`src/rtl/rk8e_data_break_if.sv`:
```
// rk8e_data_break_if: RK8-E request/response, CPU data-break handshake
// and main-memory port of the data-break controller.
interface rk8e_data_break_if;
  logic        req_valid;
  logic        req_ready;
  logic [0:14] req_addr;
  logic        req_to_mem;
  logic [0:11] req_wdata;
  logic        rsp_done;
  logic [0:11] rsp_rdata;
  logic        brk_req;
  logic        brk_gnt;
  logic [0:14] mem_addr;
  logic [0:11] mem_wdata;
  logic        mem_we;
  logic        mem_re;
  logic [0:11] mem_rdata;
  logic        late_err;

  // Data-break controller side.
  modport slave (
    input  req_valid, req_addr, req_to_mem, req_wdata, brk_gnt, mem_rdata,
    output req_ready, rsp_done, rsp_rdata, brk_req, mem_addr, mem_wdata,
           mem_we, mem_re, late_err
  );

  // RK8-E / CPU / memory side.
  modport master (
    output req_valid, req_addr, req_to_mem, req_wdata, brk_gnt, mem_rdata,
    input  req_ready, rsp_done, rsp_rdata, brk_req, mem_addr, mem_wdata,
           mem_we, mem_re, late_err
  );
endinterface

```
`src/rtl/rk8e_data_break.sv`:
```
// rk8e_data_break: queues RK8-E word transfers, requests a data break and
// runs one ADDR/XFER/CAPT/DONE memory cycle per queued word while granted.
// Optional grant-late watchdog enabled by defining RK8E_DB_LATE_EN.
module rk8e_data_break #(
  parameter int unsigned DEPTH       = 2,
  parameter int unsigned LATE_CYCLES = 1024
) (
  input  logic             clk,
  input  logic             reset,
  input  logic             clear,
  rk8e_data_break_if.slave bus
);

  localparam int unsigned PW = $clog2(DEPTH);
  localparam int unsigned CW = PW + 1;

`ifdef RK8E_DB_LATE_EN
  localparam bit LATE_EN = 1'b1;
`else
  localparam bit LATE_EN = 1'b0;
`endif

  typedef struct packed {
    logic [0:14] addr;
    logic        to_mem;
    logic [0:11] wdata;
  } entry_t;

  typedef enum logic [2:0] {IDLE, ADDR, XFER, CAPT, DONE} state_t;

  logic          r_rst_meta;
  logic          r_rst_sync;
  state_t        r_state;
  state_t        w_state_next;
  entry_t        r_fifo [DEPTH];
  entry_t        w_head;
  logic [PW-1:0] r_wr_ptr;
  logic [PW-1:0] r_rd_ptr;
  logic [CW-1:0] r_count;
  logic [CW-1:0] w_count_next;
  logic          w_full;
  logic          w_push;
  logic          w_pop;
  logic          r_brk_req;
  logic [0:14]   r_mem_addr;
  logic [0:11]   r_mem_wdata;
  logic [0:11]   r_rsp_rdata;
  logic          w_mem_we;
  logic          w_mem_re;
  logic          w_rsp_done;
  logic [15:0]   r_wait_cnt;
  logic          w_waiting;
  logic          w_late_drop;
  logic          r_late_err;

  assign w_head      = r_fifo[r_rd_ptr];
  assign w_full      = (r_count == CW'(DEPTH));
  assign w_push      = bus.req_valid && !w_full && !clear;
  assign w_waiting   = LATE_EN && !clear && (r_state == IDLE) &&
                       (r_count != '0) && !bus.brk_gnt;
  assign w_late_drop = w_waiting && (r_wait_cnt == 16'(LATE_CYCLES - 1));
  assign w_pop       = !clear && ((r_state == DONE) || w_late_drop);

  // Reset asserts asynchronously, releases two clocks later.
  always_ff @(posedge clk or negedge reset) begin
    if (!reset) begin
      r_rst_meta <= 1'b0;
      r_rst_sync <= 1'b0;
    end else begin
      r_rst_meta <= 1'b1;
      r_rst_sync <= r_rst_meta;
    end
  end

  // FSM state register.
  always_ff @(posedge clk or negedge r_rst_sync) begin
    if (!r_rst_sync) r_state <= IDLE;
    else             r_state <= w_state_next;
  end

  // Next state and memory/response strobes; clear wins over everything.
  always_comb begin
    w_state_next = r_state;
    w_mem_we     = 1'b0;
    w_mem_re     = 1'b0;
    w_rsp_done   = 1'b0;
    case (r_state)
      IDLE: if ((r_count != '0) && bus.brk_gnt) w_state_next = ADDR;
      ADDR: w_state_next = XFER;
      XFER: begin
        w_mem_we     = w_head.to_mem;
        w_mem_re     = !w_head.to_mem;
        w_state_next = CAPT;
      end
      CAPT: w_state_next = DONE;
      DONE: begin
        w_rsp_done   = 1'b1;
        w_state_next = ((w_count_next != '0) && bus.brk_gnt) ? ADDR : IDLE;
      end
      default: w_state_next = IDLE;
    endcase
    if (clear) begin
      w_state_next = IDLE;
      w_mem_we     = 1'b0;
      w_mem_re     = 1'b0;
      w_rsp_done   = 1'b0;
    end
  end

  // FIFO occupancy after this cycle's push/pop/flush.
  always_comb begin
    w_count_next = r_count;
    if (clear)                w_count_next = '0;
    else if (w_push && !w_pop) w_count_next = r_count + 1'b1;
    else if (!w_push && w_pop) w_count_next = r_count - 1'b1;
  end

  // FIFO pointers and count.
  always_ff @(posedge clk or negedge r_rst_sync) begin
    if (!r_rst_sync) begin
      r_wr_ptr <= '0;
      r_rd_ptr <= '0;
      r_count  <= '0;
    end else begin
      r_count <= w_count_next;
      if (clear) begin
        r_wr_ptr <= '0;
        r_rd_ptr <= '0;
      end else begin
        if (w_push) r_wr_ptr <= r_wr_ptr + 1'b1;
        if (w_pop)  r_rd_ptr <= r_rd_ptr + 1'b1;
      end
    end
  end

  // FIFO storage.
  always_ff @(posedge clk) begin
    if (w_push) r_fifo[r_wr_ptr] <= {bus.req_addr, bus.req_to_mem, bus.req_wdata};
  end

  // Break request, held memory address/data and captured read word.
  always_ff @(posedge clk or negedge r_rst_sync) begin
    if (!r_rst_sync) begin
      r_brk_req   <= 1'b0;
      r_mem_addr  <= '0;
      r_mem_wdata <= '0;
      r_rsp_rdata <= '0;
    end else begin
      r_brk_req <= (w_count_next != '0);
      if (r_state == ADDR) begin
        r_mem_addr  <= w_head.addr;
        r_mem_wdata <= w_head.wdata;
      end
      if ((r_state == CAPT) && !w_head.to_mem && !clear) r_rsp_rdata <= bus.mem_rdata;
    end
  end

  // Grant-wait watchdog; counts only while a request waits ungranted in IDLE.
  always_ff @(posedge clk or negedge r_rst_sync) begin
    if (!r_rst_sync) begin
      r_wait_cnt <= '0;
      r_late_err <= 1'b0;
    end else begin
      if (!w_waiting || w_late_drop) r_wait_cnt <= '0;
      else                           r_wait_cnt <= r_wait_cnt + 1'b1;
      if (clear)            r_late_err <= 1'b0;
      else if (w_late_drop) r_late_err <= 1'b1;
    end
  end

  // Address/data come straight from the head in ADDR, from the hold regs after.
  assign bus.mem_addr  = (r_state == ADDR) ? w_head.addr  : r_mem_addr;
  assign bus.mem_wdata = (r_state == ADDR) ? w_head.wdata : r_mem_wdata;
  assign bus.mem_we    = w_mem_we;
  assign bus.mem_re    = w_mem_re;
  assign bus.rsp_done  = w_rsp_done;
  assign bus.rsp_rdata = r_rsp_rdata;
  assign bus.req_ready = !w_full;
  assign bus.brk_req   = r_brk_req;
  assign bus.late_err  = r_late_err;

endmodule

```
`src/flat_wrapper.sv`:
```
// flat-port wrapper written by rule: the top's interface ports become plain ports
module rk8e_data_break_flat 
#(
  parameter int unsigned DEPTH       = 2,
  parameter int unsigned LATE_CYCLES = 1024
)
  (clk, reset, clear, bus_req_valid, bus_req_addr, bus_req_to_mem, bus_req_wdata, bus_brk_gnt, bus_mem_rdata, bus_req_ready, bus_rsp_done, bus_rsp_rdata, bus_brk_req, bus_mem_addr, bus_mem_wdata, bus_mem_we, bus_mem_re, bus_late_err);
  rk8e_data_break_if bus_i ();
  input  logic clk;
  input  logic reset;
  input  logic clear;
  input wire logic [$bits(bus_i.req_valid)-1:0] bus_req_valid;
  input wire logic [$bits(bus_i.req_addr)-1:0] bus_req_addr;
  input wire logic [$bits(bus_i.req_to_mem)-1:0] bus_req_to_mem;
  input wire logic [$bits(bus_i.req_wdata)-1:0] bus_req_wdata;
  input wire logic [$bits(bus_i.brk_gnt)-1:0] bus_brk_gnt;
  input wire logic [$bits(bus_i.mem_rdata)-1:0] bus_mem_rdata;
  output wire logic [$bits(bus_i.req_ready)-1:0] bus_req_ready;
  output wire logic [$bits(bus_i.rsp_done)-1:0] bus_rsp_done;
  output wire logic [$bits(bus_i.rsp_rdata)-1:0] bus_rsp_rdata;
  output wire logic [$bits(bus_i.brk_req)-1:0] bus_brk_req;
  output wire logic [$bits(bus_i.mem_addr)-1:0] bus_mem_addr;
  output wire logic [$bits(bus_i.mem_wdata)-1:0] bus_mem_wdata;
  output wire logic [$bits(bus_i.mem_we)-1:0] bus_mem_we;
  output wire logic [$bits(bus_i.mem_re)-1:0] bus_mem_re;
  output wire logic [$bits(bus_i.late_err)-1:0] bus_late_err;
  assign bus_i.req_valid = bus_req_valid;
  assign bus_i.req_addr = bus_req_addr;
  assign bus_i.req_to_mem = bus_req_to_mem;
  assign bus_i.req_wdata = bus_req_wdata;
  assign bus_i.brk_gnt = bus_brk_gnt;
  assign bus_i.mem_rdata = bus_mem_rdata;
  assign bus_req_ready = bus_i.req_ready;
  assign bus_rsp_done = bus_i.rsp_done;
  assign bus_rsp_rdata = bus_i.rsp_rdata;
  assign bus_brk_req = bus_i.brk_req;
  assign bus_mem_addr = bus_i.mem_addr;
  assign bus_mem_wdata = bus_i.mem_wdata;
  assign bus_mem_we = bus_i.mem_we;
  assign bus_mem_re = bus_i.mem_re;
  assign bus_late_err = bus_i.late_err;
  rk8e_data_break #(.DEPTH(DEPTH), .LATE_CYCLES(LATE_CYCLES)) u_core (.clk(clk), .reset(reset), .clear(clear), .bus(bus_i));
endmodule
```
`config.mk`:
```
export PLATFORM = sky130hd
export DESIGN_NAME = rk8e_data_break_flat
export DESIGN_NICKNAME = d
export VERILOG_FILES = /design/src/rtl/rk8e_data_break_if.sv /design/src/rtl/rk8e_data_break.sv /design/src/flat_wrapper.sv
export SDC_FILE = /design/constraint.sdc
export NUM_CORES = 1
export LEC_CHECK = 0
export CORE_ASPECT_RATIO = 1.75
export CORE_MARGIN = 2
export CORE_UTILIZATION = 54
export CTS_CLUSTER_DIAMETER = 100
export DETAILED_ROUTE_END_ITERATION = 12
export PLACE_DENSITY = 0.93
export SYNTH_ARGS = -nofsm -noshare
export SYNTH_HDL_FRONTEND = slang
export SYNTH_SLANG_ARGS = --single-unit
```
`constraint.sdc`:
```
create_clock -name clk -period 4.4 [get_ports clk]
set_input_delay 0.88 -clock clk [delete_from_list [all_inputs] [get_ports clk]]
set_output_delay 0.88 -clock clk [all_outputs]
set_load 0.02 [all_outputs]
```
# Yosys cells after proc, flatten, opt, wreduce, memory -nomap -nowiden
# Memory sizes are Yosys's and may differ from the RTL's.
# Index checks and enable logic that the tools add are counted.
# op_classes
mux	21
eq_ne	6
magnitude_cmp	0
n_div	0
bitwise	0
n_shift	0
mul	0
add_sub_neg	4
reduce_logical	19
# op_table
op	n
$mux 15	1
$pmux 3 s5	1
$mux 1	13
$mux 12	1
$logic_and 1x1->1	9
$reduce_bool 2->1	4
$eq 3x2->1 const B	2
$mux 2	3
$mux 3	2
$logic_not 1->1	5
$eq 3x1->1 const B	1
$eq 3x3->1 const B	1
$logic_not 3->1	1
$ne 3x2->1 const B	1
$add 1x1->1 const B	2
$add 2x1->2 const B	1
$eq 2x2->1 const B	1
$sub 2x1->2 const B	1
# totals
register_bits	49
latchBits	0
memories	1
romBits	0
ram_bits	56
out_inout_bits	45
in_bits	45
# memory_table
memory	words	word_bits	read_ports	rd_ports_with_merged_regs	write_ports	line	text
u_core.r_fifo	2	28	1	0	1	rk8e_data_break.sv:35	entry_t r_fifo [DEPTH];

# Depth between registers and ports, before layout
# Gate-level depths: netlist (run 1).
# depth
word_depth	14
mapped_depth	6

# Least setup slack after synthesis (run 1)
# No wires, ideal clock.
# synth_path
path_type	input port to flip-flop
startpoint	input clear
endpoint	memory u_core.r_fifo[1][0] (netlist name) (enable)
setup_ps	454
stages	2
t_arrival_ps	3195
setup_slack_ps	751
t_required_ps	3946
n_path_buf	1
path_cell_list	clkbuf_1 -> nor3b_1
# synth_via
elab_chain_cells	4
# synth_rtl
item	line	text
from (decl)	flat_wrapper.sv:11	input logic clear;
$logic_not 1->1	rk8e_data_break.sv:58	assign w_push = bus.req_valid && !w_full && !clear;
$logic_and 1x1->1	rk8e_data_break.sv:58	
$mux 1	rk8e_data_break.sv:138	if (w_push) r_fifo[r_wr_ptr] <= {bus.req_addr, bus.req_to_mem, bus.req_wdata};
$mux 1 (not written as such)	rk8e_data_break.sv:138	
to (decl)	rk8e_data_break.sv:35	
# No other way between the ends.

# Worst setup path after layout (run 1)
# layout_path
startpoint	input clear
endpoint	output bus_mem_re
# layout_via
elab_chain_cells	1
# layout_rtl
item	line	text
$mux 1	rk8e_data_break.sv:102	if (clear) begin
to (decl)	flat_wrapper.sv:25	output wire logic [$bits(bus_i.mem_re)-1:0] bus_mem_re;
# No other way between the ends.

==> results of run 1 <==
==> kinds of logic after synthesis <==
family	share of synthesized area (%)
XOR/XNOR	1.217
other	0.1873
buffers and inverters	2.434
AND/OR/NAND/NOR	6.927
flip-flops	72.51
AO/OA/AOI/OAI	4.306
adder cells (fa/ha/maj)	0.6239
multiplexers	11.79
==> state kept, by name (all words and copies together), names as in the netlist <==
signal,cells
u_core.r_mem_addr,15
u_core.bus.rsp_rdata,12
u_core.r_wr_ptr,1
u_core.r_mem_wdata,12
u_core.r_rst_meta,1
u_core.r_rd_ptr,1
u_core.r_rst_sync,1
u_core.r_fifo,56
u_core.r_state,3
u_core.r_count,2
u_core.bus.brk_req,1
==> cells in the mapped netlist, drive strengths merged <==
master / count / area share [%]
conb: 2 / 0.19
and3b: 1 / 0.22
a211oi: 3 / 0.56
mux2: 12 / 4.3
inv: 3 / 0.28
mux2i: 30 / 7.5
clkbuf: 2 / 0.19
dfrtp: 49 / 31
and3: 1 / 0.16
nor3: 4 / 0.50
buf: 13 / 2.0
nand4: 1 / 0.16
or3b: 1 / 0.22
o21bai: 1 / 0.19
a21oi: 27 / 3.4
ha: 2 / 0.62
nand2: 3 / 0.28
xnor3: 1 / 0.56
nor4b: 1 / 0.22
nor3b: 4 / 1.0
nor2: 32 / 3.0
xnor2: 3 / 0.66
or4b: 1 / 0.25
or4bb: 1 / 0.28
nor4: 2 / 0.31
nor2b: 2 / 0.31
edfxtp: 56 / 42
o211ai: 1 / 0.19
==> power by group <==
group | internal (W) | leakage, nW | total [W] | switching (W)
clock | 0.000402 | 0.133 | 0.000733 | 0.000331
sequential | 0.00122 | 1.10 | 0.00129 | 0.0000715
combinational | 0.000418 | 0.725 | 0.000883 | 0.000465
==> worst max-delay path, stage by stage <==
cell and delay (ns):
clkdlybuf4s50_1 0.64, nor2_1 0.28, nand2_1 0.09, nor3b_1 0.21, clkdlybuf4s50_1 0.63
==> path summary, 6_finish.rpt <==
path                                    from                      end  slack, ns  cells past startpoint
min reg2reg                u_core.r_rst_sync    u_core.r_mem_wdata[0]       0.36                      1
min                        u_core.r_rst_sync    u_core.r_mem_wdata[0]       0.36                      1
max                                    clear               bus_mem_re       0.79                      5
max in group asynchronous              reset        u_core.r_rst_sync       3.54                      1
min in group clk           u_core.r_rst_meta        u_core.r_rst_sync       0.36                      0
max reg2reg                  u_core.r_rd_ptr  u_core.bus.rsp_rdata[3]       1.74                      3
==> routing by layer <==
layer	track usage, %	vias up	share of wire, %
li1	-	1106	-
met1	20.51	1168	40
met2	32.75	78	54
met3	4.709	12	4.5
met5	0	-	0
met4	7.966	0	2.2
==> layout make-up <==
type                            instances  area share (%)
Timing Repair Buffer                   92           17.38
Multi-Input combinational cell        136           19.46
Clock buffer                           11           4.632
Clock inverter                          5          0.7163
Tap cell                               86           2.053
Sequential cell                       105           55.54
Inverter                                3          0.2149
==> stage by stage <==
stage / std cells / setup slack [ns] / cell area [um2] / hold slack, ns / total power, W
finish: 438 / 0.7931 / 5240 / 0.3619 / 0.002908
global route: 438 / 0.6916 / 5240 / 0.3756 / 0.003041
CTS: 438 / 0.8007 / 5240 / 0.3740 / 0.002938
detailed placement: 422 / 0.8167 / 4960 / 0.3594 / 0.002199
global placement: 422 / 0.8493 / 4960 / 0.3365 / 0.002165
floorplan: 259 / 0.7510 / 4010 / 0.3312 / 0.001766
==> results.sh, run 1 <==
export IMPL_chipWidth_um=69.14
export IMPL_leakage_nw=1.959
export IMPL_max_cap_violations=0
export IMPL_worstHoldPathType="reg2async"
export IMPL_avgSynthCellArea_um2=15.48
export IMPL_maxSlewHeadroom_pct=42.26
export IMPL_postRouteWirelength_um=7230
export IMPL_status="finished clean"
export IMPL_path_max_fanout=11
export IMPL_numCtsBuffers=9
export IMPL_cp_arrival_ns=2.73
export IMPL_ys_types=32
export IMPL_gp_congestion=0.7115
export IMPL_hold_viol_final=0
export IMPL_layout_common_cells="88 x clkdlybuf4s50_1, 56 x edfxtp_1, 47 x dfrtp_1"
export IMPL_grt_antenna_before_repair=0
export IMPL_yosys_warnings=0
export IMPL_dr_pass1_iters=4
export IMPL_setup_viol=0
export IMPL_cts_max_level=3
export IMPL_syn_area_um2=4010
export IMPL_cts_resized=0
export IMPL_postLayoutCoreUtil_pct=72.96
export IMPL_tns_ns=0
export IMPL_drt_iter0_markers=124
export IMPL_tightest_slew_ns=0.8662
export IMPL_final_common_cell="clkdlybuf4s50_1"
export IMPL_route_detailed_drc=0
export IMPL_critPathLaunchType="primary input"
export IMPL_die_h_um=118
export IMPL_drive_above_1_share_pct=10.80
export IMPL_fin_crit_ns=3.607
export IMPL_period_share_pct=81.98
export IMPL_crit_type="in2out"
export IMPL_ioPinCount=90
export IMPL_rsz0062_at_grt="false"
export IMPL_seq_area_frac_synth_pct=72.51
export IMPL_peakVddDrop_v=0.0004389
export IMPL_grt_pass1_wl_um=11560
export IMPL_viasPerCell=5.397
export IMPL_nets=394
export IMPL_core_area_um2=7182
export IMPL_cts_hold_buf=0
export IMPL_worst_setup_path_end_kind="output pin"
export IMPL_cts_sink_count=105
export IMPL_max_clock_path_buffers=2
export IMPL_fin_worst_skew_ns=0.009870
export IMPL_ant_nets=0
export IMPL_row_count=41
export IMPL_syn2layout_area_growth_pct=30.67
export IMPL_synth_nets=306
export IMPL_routed_via_count=2364
export IMPL_n_fill_cell=463
export IMPL_start_util_pct=55.84
export IMPL_dieArea_um2=8159
export IMPL_clockRootBuffer="clkbuf_16"
export IMPL_grt_pass1_vias=2445
export IMPL_required_ns=3.52
export IMPL_port_buffer_count=88
export IMPL_maxSlewViolCount=0
export IMPL_tritoncts="built"
export IMPL_num_antenna_cells=0
export IMPL_fmax_mhz=277.2
export IMPL_wl_per_cell_um=16.51
export IMPL_path_clk_slew_ns=0.06
export IMPL_multi_input_area_um2=1020
export IMPL_synthCells=259
export IMPL_grt_usage_pct=18.42
export IMPL_grt_max_degree=55
export IMPL_seq_area_um2=2910
export IMPL_place_hpwl_um=4823
export IMPL_p_per_area_nw_per_um2=555.0
export IMPL_yosys_register_bits=105
export IMPL_postCtsSetupRepairBufs=0
export IMPL_clk_latency_ns=0.34
export IMPL_grt_ovfl_total=0
(Power assumes the default switching activity.)
==> inputs of run 2 (changes only) <==
--- a/config.mk
+++ b/config.mk
@@ -7,10 +7,10 @@
 export LEC_CHECK = 0
 export CORE_ASPECT_RATIO = 1.75
 export CORE_MARGIN = 2
-export CORE_UTILIZATION = 54
+export CORE_UTILIZATION = 50
 export CTS_CLUSTER_DIAMETER = 100
 export DETAILED_ROUTE_END_ITERATION = 12
-export PLACE_DENSITY = 0.93
+export PLACE_DENSITY = 0.87
 export SYNTH_ARGS = -nofsm -noshare
 export SYNTH_HDL_FRONTEND = slang
 export SYNTH_SLANG_ARGS = --single-unit
==> constraint.sdc (replaced) <==
create_clock -name clk -period 3.8 [get_ports clk]
set_input_delay 0.76 -clock clk [delete_from_list [all_inputs] [get_ports clk]]
set_output_delay 0.76 -clock clk [all_outputs]
set_load 0.02 [all_outputs]
==> run 2 against run 1 <==
  * Total power increased by 19%
  * Cell area up 1.0%
  * Global-route usage down 0.32 points
  * Critical path depth unchanged
  * Combinational power grew 16%
  * Die area rose by 7.6%
  * Largest cell class unchanged
  * Highest routed layer unchanged
==> results.sh, run 2 (same netlist as run 1, synthesis figures left out) <==
export IMPL_period_share_pct=88.50
export IMPL_chipWidth_um=71.70
export IMPL_grt_ovfl_total=0
export IMPL_layout_common_cells="88 x clkdlybuf4s50_1, 56 x edfxtp_1, 47 x dfrtp_1"
export IMPL_clk_latency_ns=0.34
export IMPL_cts_resized=0
export IMPL_clockRootBuffer="clkbuf_16"
export IMPL_num_antenna_cells=0
export IMPL_drt_iter0_markers=98
export IMPL_start_util_pct=51.05
export IMPL_die_h_um=122.5
export IMPL_viasPerCell=5.268
export IMPL_maxSlewViolCount=0
export IMPL_worst_slack_ns=0.4371
export IMPL_fin_worst_skew_ns=0.007841
export IMPL_port_buffer_count=88
export IMPL_worst_setup_path_end_kind="output pin"
export IMPL_grt_pass1_vias=2464
export IMPL_ant_nets=0
export IMPL_grt_pass1_wl_um=11820
export IMPL_cp_arrival_ns=2.60
export IMPL_cts_sink_count=105
export IMPL_maxSlewHeadroom_pct=44.49
export IMPL_rsz0062_at_grt="false"
export IMPL_p_total_w=0.003467
export IMPL_reg2regPathDepth=3
export IMPL_dieArea_um2=8780
export IMPL_drive_above_1_share_pct=11.30
export IMPL_slowest_delay_ns=0.67
export IMPL_row_count=43
export IMPL_max_clock_path_buffers=2
export IMPL_postLayoutCoreUtil_pct=67.39
export IMPL_setup_viol=0
export IMPL_nets=396
export IMPL_worstHoldPathType="reg2async"
export IMPL_fin_crit_ns=3.363
export IMPL_path_max_fanout=54
export IMPL_path_clk_slew_ns=0.07
export IMPL_wl_per_cell_um=16.97
export IMPL_place_ws_ns=0.7022
export IMPL_numCtsBuffers=9
export IMPL_status="finished clean"
export IMPL_grt_max_degree=55
export IMPL_grt_antenna_before_repair=0
export IMPL_cp_top_family="buffers and inverters"
export IMPL_regToRegSetupSlack_ns=1.34
export IMPL_fmax_mhz=297.4
export IMPL_routed_via_count=2339
export IMPL_place_hpwl_um=5163
export IMPL_p_per_area_nw_per_um2=654.8
export IMPL_largest_registers="u_core.r_fifo (56), u_core.r_mem_addr (15)"
export IMPL_critPathLaunchType="flop"
export IMPL_grt_usage_pct=18.10
export IMPL_cts_hold_buf=0
export IMPL_crit_chain="nor3b_2 > buf_4 > nor2_1 > a21oi_1 > clkdlybuf4s50_1"
export IMPL_crit_type="reg2out"
export IMPL_postCtsSetupRepairBufs=0
export IMPL_cts_max_level=3
export IMPL_tritoncts="built"
export IMPL_ioPinCount=90
export IMPL_max_cap_violations=0
export IMPL_largest_register_ffs=56
export IMPL_hold_viol_final=0
export IMPL_final_common_cell="clkdlybuf4s50_1"
export IMPL_cpMaxStageDelayCell="clkdlybuf4s50_1"
export IMPL_leakage_nw=1.992
export IMPL_startpoint="u_core.r_state[0]"
export IMPL_r2r_end="u_core.bus.rsp_rdata[5]"
export IMPL_tns_ns=0
export IMPL_required_ns=3.04
export IMPL_reg2reg_from="u_core.r_rd_ptr"
export IMPL_tightest_slew_ns=0.8302
export IMPL_cp_num_buf_inv=2
export IMPL_core_area_um2=7855
export IMPL_gp_congestion=0.7320
export IMPL_syn2layout_area_growth_pct=32.01
export IMPL_largest_register="u_core.r_fifo"
export IMPL_route_detailed_drc=0
export IMPL_dr_pass1_iters=4
export IMPL_postRouteWirelength_um=7535
export IMPL_peakVddDrop_v=0.0003881
[run 2: area by class of cell]
class,instances,area [um2]
fillers,553,2561
clock inverters,5,60.06
flip-flops and latches,105,2910
clock buffers,11,254.0
multi-input cells,136,1020
inverters,3,11.26
repair buffers,94,925.9
well taps,90,112.6
[run 2: power breakdown]
part / total, W / switching, W / internal [W]
sequential: 0.00150 / 0.0000873 / 0.00141
combinational: 0.00102 / 0.000537 / 0.000485
clock: 0.000944 / 0.000390 / 0.000554
total: 0.00347 / 0.00101 / 0.00245
[run 2: routing by layer]
| layer | global-route usage [%] | share of wire [%] |
|---|---|---|
| met1 | 19.34 | 37 |
| met2 | 33.74 | 57 |
| met3 | 2.791 | 3.6 |
| met4 | 9.080 | 2.1 |
| met5 | 0 | 0 |
[run 2: through the flow]
| stage | instances | cell area, um2 | hold slack, ns |
|---|---|---|---|
| 4_1_cts | 444 | 5294 | 0.2393 |
| 5_1_grt | 444 | 5294 | 0.2719 |
| 2_1_floorplan | 259 | 4010 | 0.3312 |
| 3_3_place_gp | 428 | 4980 | 0.2344 |
| 6_report | 444 | 5294 | 0.2169 |
| 3_5_place_dp | 428 | 4980 | 0.2329 |
[run 2: worst max-delay path by stage]
| stage | end | depth (start not counted) |
|---|---|---|
| after floorplan | u_core.r_fifo[1][0] | 2 |
| after global placement | bus_mem_re | 5 |
| after detailed placement | bus_mem_re | 5 |
| after CTS | bus_mem_addr[3] | 5 |
| after global routing | bus_mem_addr[14] | 5 |
| final | bus_mem_addr[3] | 5 |
==> RTL change: new RTL, config.mk and constraints of run 2 <==
Add a define of `RK8E_DB_LATE_EN`.
--- a/src/rtl/rk8e_data_break.sv
+++ b/src/rtl/rk8e_data_break.sv
@@ -3,2 +3,4 @@
 // Optional grant-late watchdog enabled by defining RK8E_DB_LATE_EN.
+`define RK8E_DB_LATE_EN
+
 module rk8e_data_break #(
Behaviour: same outputs for any inputs over 10 cycles, from zero or initial values and one cycle with reset low; that may be too few to reach the edited logic, so the function may still have changed.
==> RTL change against run 2 <==
Global-route usage grew 1.1 points. Final area grew 19%. Total power grew 23%. Worst setup slack gained 0.021 ns. Area after synthesis grew 17%. Sequential power grew 12%. Register-to-register slack gained 0.30 ns. Sequential cell count grew 17. Routed wire length grew 20%.
==> RTL change: results (changes against run 2) <==
| Metric | Value |
|---|---|
| Status | `finished, final reports clean` |
| Reg2reg path depth | `7 (+4)` |
| CTS H-Tree Depth | `4 (+1)` |
| RR Endpoint | `u_core.r_state[0]$_DFFE_PN0P_` |
| Share of layout cells above drive strength 1 | `13.3% (+2.0 points)` |
| Starting DRC count in detailed routing | `114 (+16%)` |
| R2R setup slack | `1.64 ns (+0.30 ns)` |
| Ranking of synthesized cells by area | `edfxtp_1 (36%), dfrtp_1 (35%), mux2i_1 (6.0%)` |
| Routed vias | `2,874 (+23%)` |
| Via/cell ratio | `5.10 (-3.3%)` |
| Slowest stage delay, CP | `0.65 ns (-0.02 ns)` |
| Max VDD drop | `0.512 mV (+32%)` |
| Metal-1 WL | `3.44 mm (+24%)` |
| Post-synthesis sequential area ratio | `71.0% (-1.5 points)` |
| Dpl hpwl | `5.91 mm (+14%)` |
| # port buffers | `89 (+1.1%)` |
| Critical Path AT | `2.58 ns (-0.02 ns)` |
| Clk slew on worst S/H paths | `0.05 ns (-0.02 ns)` |
| Sequential share of power | `39.3% (-4.0 points)` |
| Inst Count DP | `532 (+24%)` |
| Hold_ws | `0.348 ns (+0.131 ns)` |
| Leakage | `2.41 nW (+21%)` |
| Met3 WL | `454 um (+69%)` |
| Final Skew | `0.0116 ns (+0.00372 ns)` |
| Measured slew at the worst slew-check pin | `0.893 ns (+0.0628 ns)` |
| Post-synthesis cell type count | `35 (+9.4%)` |
| CTS Buf Count | `17 (+8)` |
| Largest regs | `u_core.r_fifo: 56 flops, u_core.r_wait_cnt: 16 flops, u_core.r_mem_addr: 15 flops` |
| WL final | `9.01 mm (+20%)` |
| Crit-path leading delay family | `buffers and inverters` |
| Vias in the first global route | `3,145 (+28%)` |
| Cell internal pwr | `0.00310 W (+26%)` |
| Pre-CTS setup slack | `0.749 ns (+0.0466 ns)` |
| Top cells by count, synth | `dfrtp_1 (66), edfxtp_1 (56), nor2_1 (55), a21oi_1 (28), mux2i_1 (28)` |
| Power per standard cell area | `675 nW/um^2 (+3.1%)` |
| Share of flip-flops with an asynchronous set or reset | `54.1% (+7.4 points)` |
| Combinational power share | `24.6% (-4.9 points)` |
| # nets final | `479 (+21%)` |
| Routed met2 length | `4.98 mm (+15%)` |
| Skew-Pair Late Insertion Delay | `0.41 ns (+0.07 ns)` |
| Critical Path Sink | `bus_mem_addr[5]` |
| Worst flop-to-flop path startpoint | `u_core.r_wait_cnt[0]$_DFF_PN0_` |
| Total track usage | `19.2% (+1.1 points)` |
| Syn Area/Cell | `14.2 um^2 (-8.1%)` |
| Routability congestion estimate | `0.745 (+1.8%)` |
-- RTL change: per-layer routing --
metal,vias to the layer above,global-route usage (%)
li1,1368,-
met1,1411,21.2
met2,84,34.0
met3,11,6.30
met4,0,7.04
met5,-,0
-- RTL change: layout make-up --
| cell class | instances | area [um^2] | area share [%] |
|---|---|---|---|
| Clock inverter | 7 | 91.3 | 1.44 |
| Inverter | 5 | 18.8 | 0.297 |
| Timing Repair Buffer | 95 | 936 | 14.8 |
| Multi-Input combinational cell | 190 | 1300 | 20.6 |
| Tap cell | 120 | 150 | 2.38 |
| Sequential cell | 122 | 3340 | 52.8 |
| Clock buffer | 25 | 485 | 7.68 |
-- RTL change: cells by family after synthesis --
family          after synthesis  share of synthesized area, %
compound gates               33                          3.92
xor+xnor                     19                          3.54
fa+ha+maj                     5                          1.25
buf+inv                      18                          1.55
flops                       122                          71.0
mux                          42                          9.57
other cells                   1                        0.0799
simple gates                 90                          9.09
